$ cat config.mk
export PLATFORM = sky130hd
export DESIGN_NAME = int2flt_arbiter
export DESIGN_NICKNAME = d
export VERILOG_FILES = /design/src/rtl/int2flt_arbiter_pkg.sv /design/src/rtl/int2flt_core.sv /design/src/rtl/int2flt_arbiter.sv
export SDC_FILE = /design/constraint.sdc
export NUM_CORES = 1
export LEC_CHECK = 0
export ABC_AREA = 1
export BUFFER_PORTS_ARGS = -buffer_cell sky130_fd_sc_hd__clkbuf_2
export CELL_PAD_IN_SITES_DETAIL_PLACEMENT = 0
export CELL_PAD_IN_SITES_GLOBAL_PLACEMENT = 1
export CORE_MARGIN = 2
export CORE_UTILIZATION = 35
export DETAILED_ROUTE_END_ITERATION = 16
export PLACE_DENSITY_LB_ADDON = 0.1
export SLEW_MARGIN = 40
export SYNTH_ARGS = -nofsm -noshare
export SYNTH_HDL_FRONTEND = slang
export SYNTH_HIERARCHICAL = 1
export SYNTH_SLANG_ARGS = --single-unit
$ cat constraint.sdc
create_clock -name clk -period 3.56 [get_ports clk]
set_clock_uncertainty 0.1 [all_clocks]
set_input_delay 0.534 -clock clk [delete_from_list [all_inputs] [get_ports clk]]
set_output_delay 0.534 -clock clk [all_outputs]
set_load 0.05 [all_outputs]
$ cat src/rtl/int2flt_arbiter_pkg.sv
// Shared widths and float field layout for the int-to-float arbiter slice.
// Float word is {sign, exponent, mantissa} with the leading mantissa one explicit.
package int2flt_arbiter_pkg;

   localparam int INT_W = 8;
   localparam int FLT_W = 13;
   localparam int EXP_W = 4;
   localparam int MAN_W = 8;

   localparam int FLT_SIGN_BIT = 12;
   localparam int FLT_EXP_LSB  = 8;
   localparam int FLT_MAN_LSB  = 0;

   typedef struct packed {
      logic             sign;
      logic [EXP_W-1:0] exp;
      logic [MAN_W-1:0] man;
   } flt_t;

endpackage

$ cat src/rtl/int2flt_core.sv
// Sign-magnitude int8 to 13b float converter; purely combinational, no flow control.
// Exponent is 1 + leading-one index, so magnitude 0 is the only value with exponent 0.
import int2flt_arbiter_pkg::*;

module int2flt_core (
   input  logic [INT_W-1:0] op,
   output flt_t             res
);

   logic [INT_W-2:0] mag;
   logic [2:0]       lead;
   logic             found;
   logic [2:0]       sh;

   assign mag = op[INT_W-2:0];

   // Ascending scan: the highest set bit is the last one written.
   always_comb begin
      lead  = '0;
      found = 1'b0;
      for (int i = 0; i < INT_W - 1; i++) begin
         if (mag[i]) begin
            lead  = 3'(i);
            found = 1'b1;
         end
      end
   end

   assign sh = 3'd7 - lead;

   always_comb begin
      res      = '0;
      res.sign = op[INT_W-1];
      if (found) begin
         res.exp = {1'b0, lead} + 4'd1;
         res.man = {1'b0, mag} << sh;
      end
   end

endmodule

$ cat src/rtl/int2flt_arbiter.sv
// Round-robin share of one int2flt converter among N requesters; 1-cycle latency into a single result slot.
// Backpressure: a held, unconsumed result blocks all grants and freezes the rr pointer.
import int2flt_arbiter_pkg::*;

module int2flt_arbiter #(
   parameter int N   = 4,
   parameter int IDW = 2,
   parameter int CW  = 16
) (
   input  logic               clk,
   input  logic               reset,
   input  logic [N-1:0]       req_valid,
   input  logic [INT_W*N-1:0] req_data,
   output logic [N-1:0]       req_ready,
   output logic               out_valid,
   input  logic               out_ready,
   output logic [FLT_W-1:0]   out_flt,
   output logic [IDW-1:0]     out_id,
   output logic [CW-1:0]      conv_count
);

   logic             free;
   logic [IDW-1:0]   ptr;
   logic [IDW-1:0]   cand;
   logic [IDW-1:0]   grant_idx;
   logic             grant_found;
   logic [INT_W-1:0] operand;
   flt_t             conv;

   logic             valid_q;
   flt_t             flt_q;
   logic [IDW-1:0]   id_q;
   logic [CW-1:0]    cnt_q;

   assign free = !valid_q || out_ready;

   // Search starts one past the last winner so the previous winner has lowest priority.
   always_comb begin
      grant_found = 1'b0;
      grant_idx   = '0;
      cand        = '0;
      if (free) begin
         for (int k = 1; k <= N; k++) begin
            cand = IDW'((int'(ptr) + k) % N);
            if (!grant_found && req_valid[cand]) begin
               grant_found = 1'b1;
               grant_idx   = cand;
            end
         end
      end
   end

   always_comb begin
      req_ready = '0;
      if (grant_found) req_ready[grant_idx] = 1'b1;
   end

   assign operand = req_data[int'(grant_idx)*INT_W +: INT_W];

   int2flt_core u_core (
      .op  (operand),
      .res (conv)
   );

   always_ff @(posedge clk) begin
      if (reset) begin
         valid_q <= 1'b0;
         flt_q   <= '0;
         id_q    <= '0;
         ptr     <= IDW'(N - 1);
         cnt_q   <= '0;
      end else begin
         if (grant_found) begin
            flt_q   <= conv;
            id_q    <= grant_idx;
            valid_q <= 1'b1;
            ptr     <= grant_idx;
            cnt_q   <= cnt_q + CW'(1);
         end else if (out_ready) begin
            valid_q <= 1'b0;
         end
      end
   end

   assign out_valid  = valid_q;
   assign out_flt    = flt_q;
   assign out_id     = id_q;
   assign conv_count = cnt_q;

endmodule
* Yosys cells after proc, flatten, opt, wreduce, memory -nomap -nowiden *
Index checks and enable logic that the tools add are counted.

storage, ports and cells
  register bits = 34
  word-level logic and storage cells = 72
  output and inout port bits = 36
  bits of input ports = 39

operators by class
  order comparisons = 6
  mux-type cells = 40
  shift-type cells = 2
  reductions and logical operators = 10
  $add $sub $neg = 7

operator list
  kind                                                                    number
  32-bit by 6-bit variable part select with 8-bit output                  1
  1-bit two-way mux                                                       23
  16-bit by 1-bit adder with 16-bit output (second input constant)        1
  2-bit by 3-bit < comparator with 1-bit output (second input constant)   5
  2-bit two-way mux                                                       7
  12-bit two-way mux                                                      1
  3-bit two-way mux                                                       3
  1-bit binary-select mux with 2-bit select                               4
  7-bit by 3-bit << shifter with 8-bit output                             1
  2-bit by 1-bit adder with 2-bit output (second input constant)          2
  2-bit adder (second input constant)                                     2
  3-bit by 1-bit adder with 4-bit output (second input constant)          1
  1-bit logical AND                                                       4
  1-bit logical NOT                                                       4
  4-bit two-way mux                                                       1
  3-bit subtractor (first input constant)                                 1
  1-bit demux with 2-bit select                                           1
  2-bit by 1-bit >= comparator with 1-bit output (second input constant)  1
  2-bit nonzero test                                                      1
  1-bit logical OR                                                        1

* Depth between registers and ports, before layout *
Gate-level depths: netlist (run 1).

  word-level depth = 27
  mapped depth = 29
  depth with buffers taken out = 28

* By module *
The synthesis (run 1) kept the hierarchy.

modules (own cells, without submodules)
  module           seq. area each (sq um)  area an instance (sq um)  instances  cells each
  int2flt_arbiter  680.7                   2144.6                    1          343
  int2flt_core     0.0                     344.1                     1          66

* Worst setup path after synthesis (run 1) *
OpenSTA, ideal clock, no wires.

  path kind = input -> register
  from = input req_valid[3]
  to = register flt_q, in the netlist out_flt[10]
  required time = 3.344 ns
  path buffers = 2
  setup time = 0.116 ns
  arrival = 2.600 ns
  stages = 23
  setup slack = 0.745 ns
  cells stage by stage = nand2_1 -> nand2_1 -> nand2_1 -> nand2_1 -> nor2_4 -> nand3_2 -> nand2_2 -> buf_12 -> nor2_8 -> buf_6 -> nand2_1 -> nand2_1 -> nand2_1 -> nand2_1 -> nor2_1 -> nor3_2 -> nor2_4 -> inv_2 -> ha_1 -> a21oi_1 -> a21oi_1 -> o21ai_0 -> nor2_1

RTL lines
  what                  RTL line               source
  from (decl)           int2flt_arbiter.sv:12  input logic [N-1:0] req_valid,
  to (signal assigned)  int2flt_arbiter.sv:74  flt_q <= conv;
  to (decl)             int2flt_arbiter.sv:31  flt_t flt_q;

==> impl_summary.log, run 1 <==
INFO  metric finalSetupViolCount = 0
INFO  metric routed_wire_length_per_instance = roughly 11 um
INFO  metric critical_path_peak_fanout = 13
INFO  metric antenna_cells = 0
INFO  metric antenna_found_initial = 0
INFO  metric clkLatencyLatePin = roughly 280 ps
INFO  metric whs = roughly 360 ps
INFO  metric wl = around 6.5 mm
INFO  metric final_count_of_pins_violating_max_slew = 0
INFO  metric place.detailed.hpwl = ~4.9 mm
INFO  metric timing.critical_path.from_type = flip-flop
INFO  metric dieWidth = approximately 88 um
INFO  metric hold_path_depth = 2
INFO  metric synth_area = 2490 um^2
INFO  metric final_antenna_net_count = 0
INFO  metric rr_startpoint = ptr[1]
INFO  metric cts_tree = yes
INFO  metric worst-endpoint-required = 3640 ps
INFO  metric critical_path.endpoint_type = flip-flop
INFO  metric global_route_wire_length_before_repair = between 10 and 15 mm
INFO  metric globalRouteTotalUtil = 0.175
INFO  metric cp_num_cells = 26
INFO  metric final_core_util = 0.436
INFO  metric cts.hold.buffers_added = 0
INFO  metric netlist-cell-type-count = 34
INFO  metric setup_total_negative_slack = 0 ps
INFO  metric worstHoldEndpoint = out_id[0]
INFO  metric worst_path_dominant_cell_family = simple AND/OR/NAND/NOR gates
INFO  metric syn_avg_cell_area = just over 6 um^2
INFO  metric report.final.hold_viol_count = 0
INFO  metric r2r_cells = 26
INFO  metric rsz0062_at_grt = false
INFO  metric slew-limit-headroom = 0.579
INFO  metric chipHeight = 88.3 um
INFO  metric timing_worst_setup_path_type = reg2reg
INFO  metric postSynthRegisterBits = 34
INFO  metric synth_seq_area_share = 0.274
INFO  metric number_of_global_route_vias_before_repair = around 2,500
INFO  metric dr.pass1.iters = 4
INFO  metric grt_overflow = 0
INFO  metric post_detailed_route_via_to_cell_ratio = 4.66
INFO  metric area.growth.synth_to_final = 19.7%
INFO  metric min-delay-start = out_id[0]
INFO  metric finalWorstPathRequiredPeriod = 3060 ps
INFO  metric tritoncts.num_buffers = 5
INFO  metric min_period_over_period = 0.859
INFO  metric cp_slowest_stage_delay = around 450 ps
INFO  metric cts.sink_count = 34
INFO  metric final_nets = around 520
INFO  metric reg2reg_slack = about 500 ps
INFO  metric postSynthCellCount = just over 400
INFO  metric clkSlewWorstSetupHoldPaths = approximately 70 ps
INFO  metric total_die_area = slightly below 8000 um^2
INFO  metric r2r_end = out_flt[10]
INFO  metric worst-endpoint-arrival = 3140 ps
INFO  metric path_buf_inv = 5
INFO  metric cts.repair_timing.setup_buffer_count = 0
INFO  metric hold_class = reg2reg
INFO  metric num_rows = 30
INFO  metric critical_path.slowest_cell = dfxtp_1
INFO  metric io_buffers = between 70 and 80
INFO  metric gpl.final_weighted_congestion = slightly below 0.8
INFO  metric detailroute.via_count = about 2,700
INFO  metric outcome = finished, final reports clean
INFO  metric yosysWarningCount = 6
INFO  metric root_buf_cell = clkbuf_8
INFO  metric max_freq = roughly 0.33 GHz
INFO  metric pin_count_of_the_biggest_net_entering_global_routing = 33
INFO  metric cts_buffer_depth = 2
INFO  metric core = around 6800 um^2
INFO  metric ioPinCount = 75
INFO  metric remaining_routing_drc_violations = 0
INFO  metric worstMarginPinSlew = 632 ps
INFO  metric cts-htree-levels = 2
INFO  metric drive_gt1_frac = 0.255
INFO  metric floorplan.initialDensity = 0.364
INFO  metric drt-initial-drc-count = 118
INFO  metric crit_top_cell = nand2_1
INFO  metric max_cap_violations = 0
-- layer usage --
metal,vias up,wire (um),track usage
met2,53,3230,0.321
met1,1191,2960,0.216
met3,5,266,0.0326
li1,1424,-,-
met4,0,49,0.0303
met5,-,0,0
-- state kept, by name, indices dropped and copies added (netlist names) --
name and cells:
conv_count 16, out_flt 13, out_id 2, out_valid 1, ptr 2
-- per-stage QoR --
step	setup slack, ps	instances	area [um^2]
6_report	501	574	2980
5_1_grt	45.0	574	2980
4_1_cts	295	574	2970
3_5_place_dp	277	566	2870
3_3_place_gp	265	566	2870
2_1_floorplan	745	410	2490
-- tightest hold or removal path, stage by stage, from the launching register on --
cell	delay [ps]
dfxtp_1	310
nand2_1	60
a21oi_1	50
-- logic make-up after synthesis --
group,count (synthesis),share of synthesized area
buf+inv,60,0.125
other cells,1,0.00151
fa+ha+maj,2,0.0101
simple gates,253,0.457
compound gates,51,0.105
flops,34,0.274
xor+xnor,8,0.0282
-- cell usage after synthesis (all sizes together) --
| cell | instances | area (um^2) |
|---|---|---|
| o211ai | 2 | 15.0 |
| nand2 | 158 | 656 |
| inv | 42 | 168 |
| o21ai | 29 | 145 |
| nor3 | 9 | 55.1 |
| nand4 | 1 | 6.26 |
| xnor2 | 2 | 17.5 |
| ha | 2 | 25.0 |
| dfxtp | 34 | 681 |
| buf | 14 | 128 |
| clkbuf | 3 | 12.5 |
| xor2 | 6 | 52.6 |
| nand3 | 33 | 180 |
| nor3b | 1 | 7.51 |
| clkinv | 1 | 3.75 |
| nor4 | 2 | 12.5 |
| nor2 | 49 | 220 |
| conb | 1 | 3.75 |
| a21oi | 20 | 100 |
-- worst max path at each step --
| stage | start | to | slack [ps] |
|---|---|---|---|
| after detailed placement | req_valid[1] | out_flt[10] | 280 |
| final | ptr[1] | out_flt[10] | 500 |
| after global routing | ptr[1] | out_flt[10] | 50 |
| after global placement | req_valid[1] | out_flt[10] | 260 |
| after CTS | ptr[0] | out_flt[10] | 300 |
| after floorplan | req_valid[3] | out_flt[10] | 740 |
-- final cells by class --
type | instances | area, um^2
Inverter | 43 | 171
Clock buffer | 7 | 76.3
Sequential cell | 34 | 682
Clock inverter | 1 | 30.0
Tap cell | 96 | 120
Multi-Input combinational cell | 316 | 1510
Timing Repair Buffer | 77 | 393
Fill cell | 795 | 3850
-- repair_timing --
action	4_1_cts	5_1_grt
endpoints found under the setup margin	0	4
hold endpoints to repair	0	0
gates resized for setup	0	2
-- cells in the final DEF (no fill, tap or decap), drive strengths merged --
cell type  netlist  final
a21oi           20     20
buf             14      3
bufinv           0      1
clkbuf           3     81
clkinv           1      1
conb             1      2
dfxtp           34     34
ha               2      2
inv             42     42
nand2          158    158
nand3           33     33
nand4            1      1
nor2            49     49
nor3             9      9
nor3b            1      1
nor4             2      2
o211ai           2      2
o21ai           29     29
xnor2            2      2
xor2             6      6
Power of run 1 is left out: the tool's default activity adds up to more than one toggle a clock period on the data nets, which glitch-free logic cannot reach.
==> run 2: changes to the inputs <==
CORE_MARGIN = unset   (was 2)
CTS_CLUSTER_DIAMETER = 100   (was unset)
SYNTH_HIERARCHICAL = unset   (was 1)
==> impl_summary.log, run 2 <==
INFO  metric netlist-cell-type-count = 40 (was 34)
INFO  metric finalSetupViolCount = 0 (unchanged)
INFO  metric max_cap_violations = 0 (unchanged)
INFO  metric asyncSetResetFlopFracSynth = 0 (unchanged)
INFO  metric final_critical_path_setup_slack = 609 ps (was 501 ps)
INFO  metric clkLatencyLatePin = 290 ps (was 280 ps)
INFO  metric timing.critical_path.from_type = flip-flop (unchanged)
INFO  metric gpl.final_weighted_congestion = 0.859 (was 0.788)
INFO  metric tritoncts.num_buffers = 5 (unchanged)
INFO  metric finalWorstPathRequiredPeriod = 2950 ps (was 3060 ps)
INFO  metric globalRouteTotalUtil = 0.173 (was 0.175)
INFO  metric antenna_cells = 0 (unchanged)
INFO  metric synth_seq_area_share = 0.291 (was 0.274)
INFO  metric postSynthRegisterBits = 34 (unchanged)
INFO  metric antenna_found_initial = 0 (unchanged)
INFO  metric postSynthCellCount = 356 (was 409)
INFO  metric final_count_of_pins_violating_max_slew = 0 (unchanged)
INFO  metric cts.repair_timing.setup_buffer_count = 0 (unchanged)
INFO  metric whs = 358 ps (was 364 ps)
INFO  metric post_synth_edffs = 0 (unchanged)
INFO  metric setup_total_negative_slack = 0 ps (unchanged)
INFO  metric min_period_over_period = 0.829 (was 0.859)
INFO  metric timing.critical_path.cells = nand2_1 > nand3_1 > nand2_1 > o21ai_1 > nand2_1 > nand2_1 > nand2_4 > nor2_4 > inv_2 > or2_1 > o2111ai_4 > o21ai_2 > ha_1 > xor2_1 > nand2_1 > a21oi_1
INFO  metric worst_path_dominant_cell_family = simple AND/OR/NAND/NOR gates (unchanged)
INFO  metric report.final.hold_viol_count = 0 (unchanged)
INFO  metric cts_buffer_depth = 2 (unchanged)
INFO  metric grt_overflow = 0 (unchanged)
INFO  metric final_nets = 473 (was 518)
INFO  metric n_fill_cell = 708 (was 795)
INFO  metric rsz0062_at_grt = false (unchanged)
INFO  metric critical_path.endpoint_type = flip-flop (unchanged)
INFO  metric cts.sink_count = 34 (unchanged)
INFO  metric core = 6390 um^2 (was 6830 um^2)
INFO  metric slew-limit-headroom = 0.652 (was 0.579)
INFO  metric most_frequent_standard_cell_in_the_layout_excluding_fill_and_tap_cells = nand2_1 (unchanged)
INFO  metric global_route_wire_length_before_repair = 9.96 mm (was 11.0 mm)
INFO  metric outcome = finished, final reports clean (unchanged)
INFO  metric worstMarginPinSlew = 519 ps (was 632 ps)
INFO  metric detailroute.via_count = 2,378 (was 2,673)
INFO  metric synth_top_area_share = 0.291 (was 0.274)
INFO  metric total_die_area = 7020 um^2 (was 7800 um^2)
INFO  metric worst-endpoint-required = 3620 ps (was 3640 ps)
INFO  metric layout_common_cells = 115 x nand2_1, 74 x clkbuf_2, 39 x inv_1 (was 139 x nand2_1, 74 x clkbuf_2, 44 x nor2_1)
INFO  metric max_freq = 0.339 GHz (was 0.327 GHz)
INFO  metric final_antenna_net_count = 0 (unchanged)
INFO  metric timing_worst_setup_path_type = reg2reg (unchanged)
INFO  metric cts-htree-levels = 2 (unchanged)
INFO  metric place.detailed.hpwl = 4.40 mm (was 4.92 mm)
INFO  metric chipHeight = 83.8 um (was 88.3 um)
INFO  metric crit_top_cell = nand2_1 (unchanged)
INFO  metric floorplan.initialDensity = 0.366 (was 0.364)
INFO  metric synth_area = 2340 um^2 (was 2490 um^2)
INFO  metric root_buf_cell = clkbuf_8 (unchanged)
INFO  metric synth.most_common_cell = nand2_1 (unchanged)
INFO  metric drt-initial-drc-count = 69 (was 118)
INFO  metric path_buf_inv = 1 (was 5)
INFO  metric num_rows = 29 (was 30)
INFO  metric clkSlewWorstSetupHoldPaths = 70 ps (about the same)
INFO  metric cts.hold.buffers_added = 0 (unchanged)
INFO  metric pin_count_of_the_biggest_net_entering_global_routing = 20 (was 33)
INFO  metric routed_wire_length_per_instance = 11.0 um (was 11.3 um)
INFO  metric io_buffers = 74 (unchanged)
INFO  metric area.growth.synth_to_final = 22.5% (was 19.7%)
INFO  metric remaining_routing_drc_violations = 0 (unchanged)
INFO  metric worst-endpoint-arrival = 3010 ps (was 3140 ps)
INFO  metric sequential_area = 681 um^2 (was 682 um^2)
INFO  metric post_detailed_route_via_to_cell_ratio = 4.66 (about the same)
INFO  metric dieWidth = 83.8 um (was 88.3 um)
INFO  metric cts_tree = yes (unchanged)
INFO  metric cts.repair.resized = 0 (unchanged)
INFO  metric number_of_global_route_vias_before_repair = 2,284 (was 2,467)
INFO  metric critical_path_peak_fanout = 10 (was 13)
INFO  metric largest_register_ff_count = 16 (unchanged)
INFO  metric place_ws = 567 ps (was 277 ps)
INFO  metric cp_slowest_stage_delay = 570 ps (was 450 ps)
INFO  metric synth.area.top_cells = dfxtp_1 29%, nand2_1 18%, inv_1 6.3% (was dfxtp_1 27%, nand2_1 21%, nor2_1 6.6%)
INFO  metric hold_class = reg2reg (unchanged)
INFO  metric synth_area_leader_cell = dfxtp_1 (unchanged)
INFO  metric yosysWarningCount = 0 (was 6)
INFO  metric mappedNetlistNets = a little under 400
INFO  metric multi_input_area = 1410 um^2 (was 1510 um^2)
INFO  metric wl = 5.62 mm (was 6.51 mm)
INFO  metric synth_flop_cell = dfxtp_1 (unchanged)
INFO  metric syn_avg_cell_area = 6.57 um^2 (was 6.08 um^2)
INFO  metric dr.pass1.iters = 6 (was 4)
INFO  metric drive_gt1_frac = 0.323 (was 0.255)
INFO  metric ys_top_cells_by_count = 115 x nand2_1, 39 x inv_1, 34 x dfxtp_1, 22 x nand3_1 (was 139 x nand2_1, 44 x nor2_1, 34 x dfxtp_1, 33 x inv_1, 30 x nand3_1)
INFO  metric ioPinCount = 75 (unchanged)
INFO  metric critical_path.slowest_cell = dfxtp_1 (unchanged)
run 2: worst register-to-register path: cells and delay by family, from the launching register on:
kind | cells | cell delay (ps)
DFF | 1 | 570
and+or+nand+nor | 9 | 1150
AOI/OAI and AO/OA | 4 | 570
adders and majority gates | 1 | 240
xor gates and xnor gates | 1 | 150
buffers and inverters | 1 | 50
run 2: worst paths after layout:
check                                  from     endpoint  slack [ps]  cells past startpoint
worst max-delay path                 ptr[0]  out_flt[10]         610                     16
worst min-delay path            out_flt[11]  out_flt[11]         360                      2
worst max register to register       ptr[0]  out_flt[10]         610                     16
worst min register to register  out_flt[11]  out_flt[11]         360                      2
run 2: cell families (layout without fill, tap and decap cells):
group	after synthesis	in the layout	synth area share
xor+xnor	1	1	0.00374
flops	34	34	0.291
buf+inv	60	137	0.109
simple gates	209	209	0.450
fa+ha+maj	2	2	0.0107
compound gates	50	50	0.136
run 2: metrics by stage:
step                      instance area [um^2]   util  std cells
after floorplan                           2340      -        356
after global placement                    2770  0.434        502
after detailed placement                  2770  0.434        502
after CTS                                 2870  0.449        510
after global routing                      2870  0.449        510
final                                     2870  0.449        510
run 2: cell type report:
type	instances	area share
Clock buffer	6	0.0288
Timing Repair Buffer	76	0.134
Sequential cell	34	0.237
Tap cell	77	0.0336
Multi-Input combinational cell	262	0.490
Clock inverter	2	0.00436
Inverter	53	0.0711
run 2: per-layer routing:
metal,global-route usage,up-vias,wire length [um],share of wire
met5,0,-,0,0
met3,0.0277,10,208,0.037
met4,0.0663,0,89,0.016
li1,-,1281,-,-
met2,0.316,51,2790,0.50
met1,0.200,1036,2530,0.45
Power of run 2 is left out for the same reason.
==> run 3: changes to the inputs <==
CORE_UTILIZATION = 32   (was 35)
clock period = 2.5 ns   (was 3.56 ns; I/O delays follow)
==> impl_summary.log, run 3 (synthesized netlist as in run 2, its figures left out) <==
INFO  metric worst-endpoint-required = 2620 ps (was 3620 ps)
INFO  metric post_detailed_route_via_to_cell_ratio = 4.54 (was 4.66)
INFO  metric core = 6940 um^2 (was 6390 um^2)
INFO  metric timing_worst_setup_path_type = reg2reg (unchanged)
INFO  metric drive_gt1_frac = 0.514 (was 0.323)
INFO  metric whs = 276 ps (was 358 ps)
INFO  metric tritoncts.num_buffers = 5 (unchanged)
INFO  metric final_critical_path_setup_slack = -233 ps (was 609 ps)
INFO  metric pin_count_of_the_biggest_net_entering_global_routing = 17 (was 20)
INFO  metric violated_checks = negative setup slack
INFO  metric place.detailed.hpwl = 4.85 mm (was 4.40 mm)
INFO  metric most_frequent_standard_cell_in_the_layout_excluding_fill_and_tap_cells = nand2_1 (unchanged)
INFO  metric rsz0062_at_grt = true (was false)
INFO  metric ioPinCount = 75 (unchanged)
INFO  metric grt_overflow = 0 (unchanged)
INFO  metric dieWidth = 87.5 um (was 83.8 um)
INFO  metric total_die_area = 7660 um^2 (was 7020 um^2)
INFO  metric globalRouteTotalUtil = 0.181 (was 0.173)
INFO  metric max_cap_violations = 0 (unchanged)
INFO  metric wl = 6.70 mm (was 5.62 mm)
INFO  metric clkLatencyLatePin = 290 ps (about the same)
INFO  metric num_rows = 30 (was 29)
INFO  metric cts-htree-levels = 2 (unchanged)
INFO  metric io_buffers = 74 (unchanged)
INFO  metric chipHeight = 87.5 um (was 83.8 um)
INFO  metric finalWorstPathRequiredPeriod = 2730 ps (was 2950 ps)
INFO  metric critical_path_peak_fanout = 7 (was 10)
INFO  metric final_nets = 526 (was 473)
INFO  metric antenna_found_initial = 0 (unchanged)
INFO  metric critical_path.endpoint_type = flip-flop (unchanged)
INFO  metric cts.sink_count = 34 (unchanged)
INFO  metric worstMarginPinSlew = 354 ps (was 519 ps)
INFO  metric antenna_cells = 0 (unchanged)
INFO  metric min_period_over_period = 1.09 (was 0.829)
INFO  metric final_antenna_net_count = 0 (unchanged)
INFO  metric max_freq = 0.366 GHz (was 0.339 GHz)
INFO  metric cts_buffer_depth = 2 (unchanged)
INFO  metric cts_tree = yes (unchanged)
INFO  metric layout_common_cells = 87 x nand2_1, 70 x clkbuf_2, 45 x buf_4 (was 115 x nand2_1, 74 x clkbuf_2, 39 x inv_1)
INFO  metric floorplan.initialDensity = 0.337 (was 0.366)
INFO  metric drt-initial-drc-count = 45 (was 69)
INFO  metric timing.critical_path.from_type = flip-flop (unchanged)
INFO  metric routed_wire_length_per_instance = 11.5 um (was 11.0 um)
INFO  metric area.growth.synth_to_final = 58.9% (was 22.5%)
INFO  metric dr.pass1.iters = 4 (was 6)
INFO  metric root_buf_cell = clkbuf_8 (unchanged)
INFO  metric cts.hold.buffers_added = 0 (unchanged)
INFO  metric clkSlewWorstSetupHoldPaths = 70 ps (about the same)
INFO  metric detailroute.via_count = 2,641 (was 2,378)
INFO  metric report.final.hold_viol_count = 0 (unchanged)
INFO  metric largest_register_ff_count = 16 (unchanged)
INFO  metric gpl.final_weighted_congestion = 0.828 (was 0.859)
INFO  metric number_of_global_route_vias_before_repair = 2,379 (was 2,284)
INFO  metric remaining_routing_drc_violations = 0 (unchanged)
INFO  metric finalSetupViolCount = 15 (was 0)
INFO  metric outcome = complete, but fails checks (was finished, final reports clean)
INFO  metric final_count_of_pins_violating_max_slew = 0 (unchanged)
INFO  metric slew-limit-headroom = 0.762 (was 0.652)
INFO  metric global_route_wire_length_before_repair = 10.9 mm (was 9.96 mm)
INFO  metric worst-endpoint-arrival = 2860 ps (was 3010 ps)
INFO  metric hold_class = in2reg (was reg2reg)
run 3: cell count changes in the layout (fill, tap and decap cells not counted), moves of 4 or more:
cell,delta
a21oi_2,+4
nand3_2,+5
buf_4,+43
nor2_4,+5
a21oi_1,-4
buf_6,+9
nor2_1,-5
nand2_2,+22
nand3_1,-8
clkbuf_2,-4
nand2_1,-28
run 3: path summary, 6_finish.rpt:
kind                    start     endpoint  slack (ps)  cells after the start
hold reg to reg    out_flt[0]   out_flt[0]         350                      2
setup / recovery       ptr[0]  out_flt[10]        -230                     22
setup reg to reg       ptr[0]  out_flt[10]        -230                     22
hold / removal    req_data[7]  out_flt[12]         280                      3
run 3: area by class of cell:
cell class / instances / area (um^2)
well taps: 96 / 120
repair buffers: 129 / 885
multi-input cells: 262 / 1720
inverters: 53 / 215
flip-flops and latches: 34 / 686
clock buffers: 6 / 82.6
clock inverters: 2 / 12.5
fillers: 726 / 3230
run 3: stage by stage:
step | util | setup TNS [ps] | setup WS (ps) | instance area, um^2 | std cells
2_1_floorplan | - | -1150 | -205 | 2400 | 356
3_3_place_gp | 0.447 | -2310 | -279 | 3100 | 554
3_5_place_dp | 0.447 | -2580 | -335 | 3100 | 554
4_1_cts | 0.500 | -1520 | -205 | 3470 | 573
5_1_grt | 0.535 | -4450 | -385 | 3720 | 582
6_report | 0.535 | -1920 | -233 | 3720 | 582
run 3: critical path, cell delays in order, from the launching register on:
cell and delay [ps]:
dfxtp_4 380, buf_6 140, nand2_2 50, nand2_2 80
nand2_4 70, nand2_4 70, nor2_8 160, nand3_4 110
nand2_8 110, nor2_8 60, nand2_1 50, nand2_1 50
nand2_1 60, nand2_2 70, buf_4 130, buf_4 120
nand2_1 70, inv_2 50, o21ai_4 210, ha_4 160
xor2_1 120, nand2_1 80, a21oi_2 130
run 3: layer usage:
layer	wire (um)	up-vias	part of all wire	GRT usage
met5	0	-	0	0
met4	50	0	0.0075	0.0447
met3	213	9	0.032	0.0294
met2	3350	62	0.50	0.317
met1	3090	1180	0.46	0.231
li1	-	1390	-	-
run 3: timing repair:
| item | in CTS | in global routing |
|---|---|---|
| endpoints found under the setup margin | 16 | 19 |
| buffers inserted | 13 | 12 |
| hold endpoints to repair | 0 | 0 |
| cloned | 0 | 0 |
| pin swaps | 16 | 30 |
| resized for setup | 47 | 45 |
Power of run 3 is left out for the same reason.
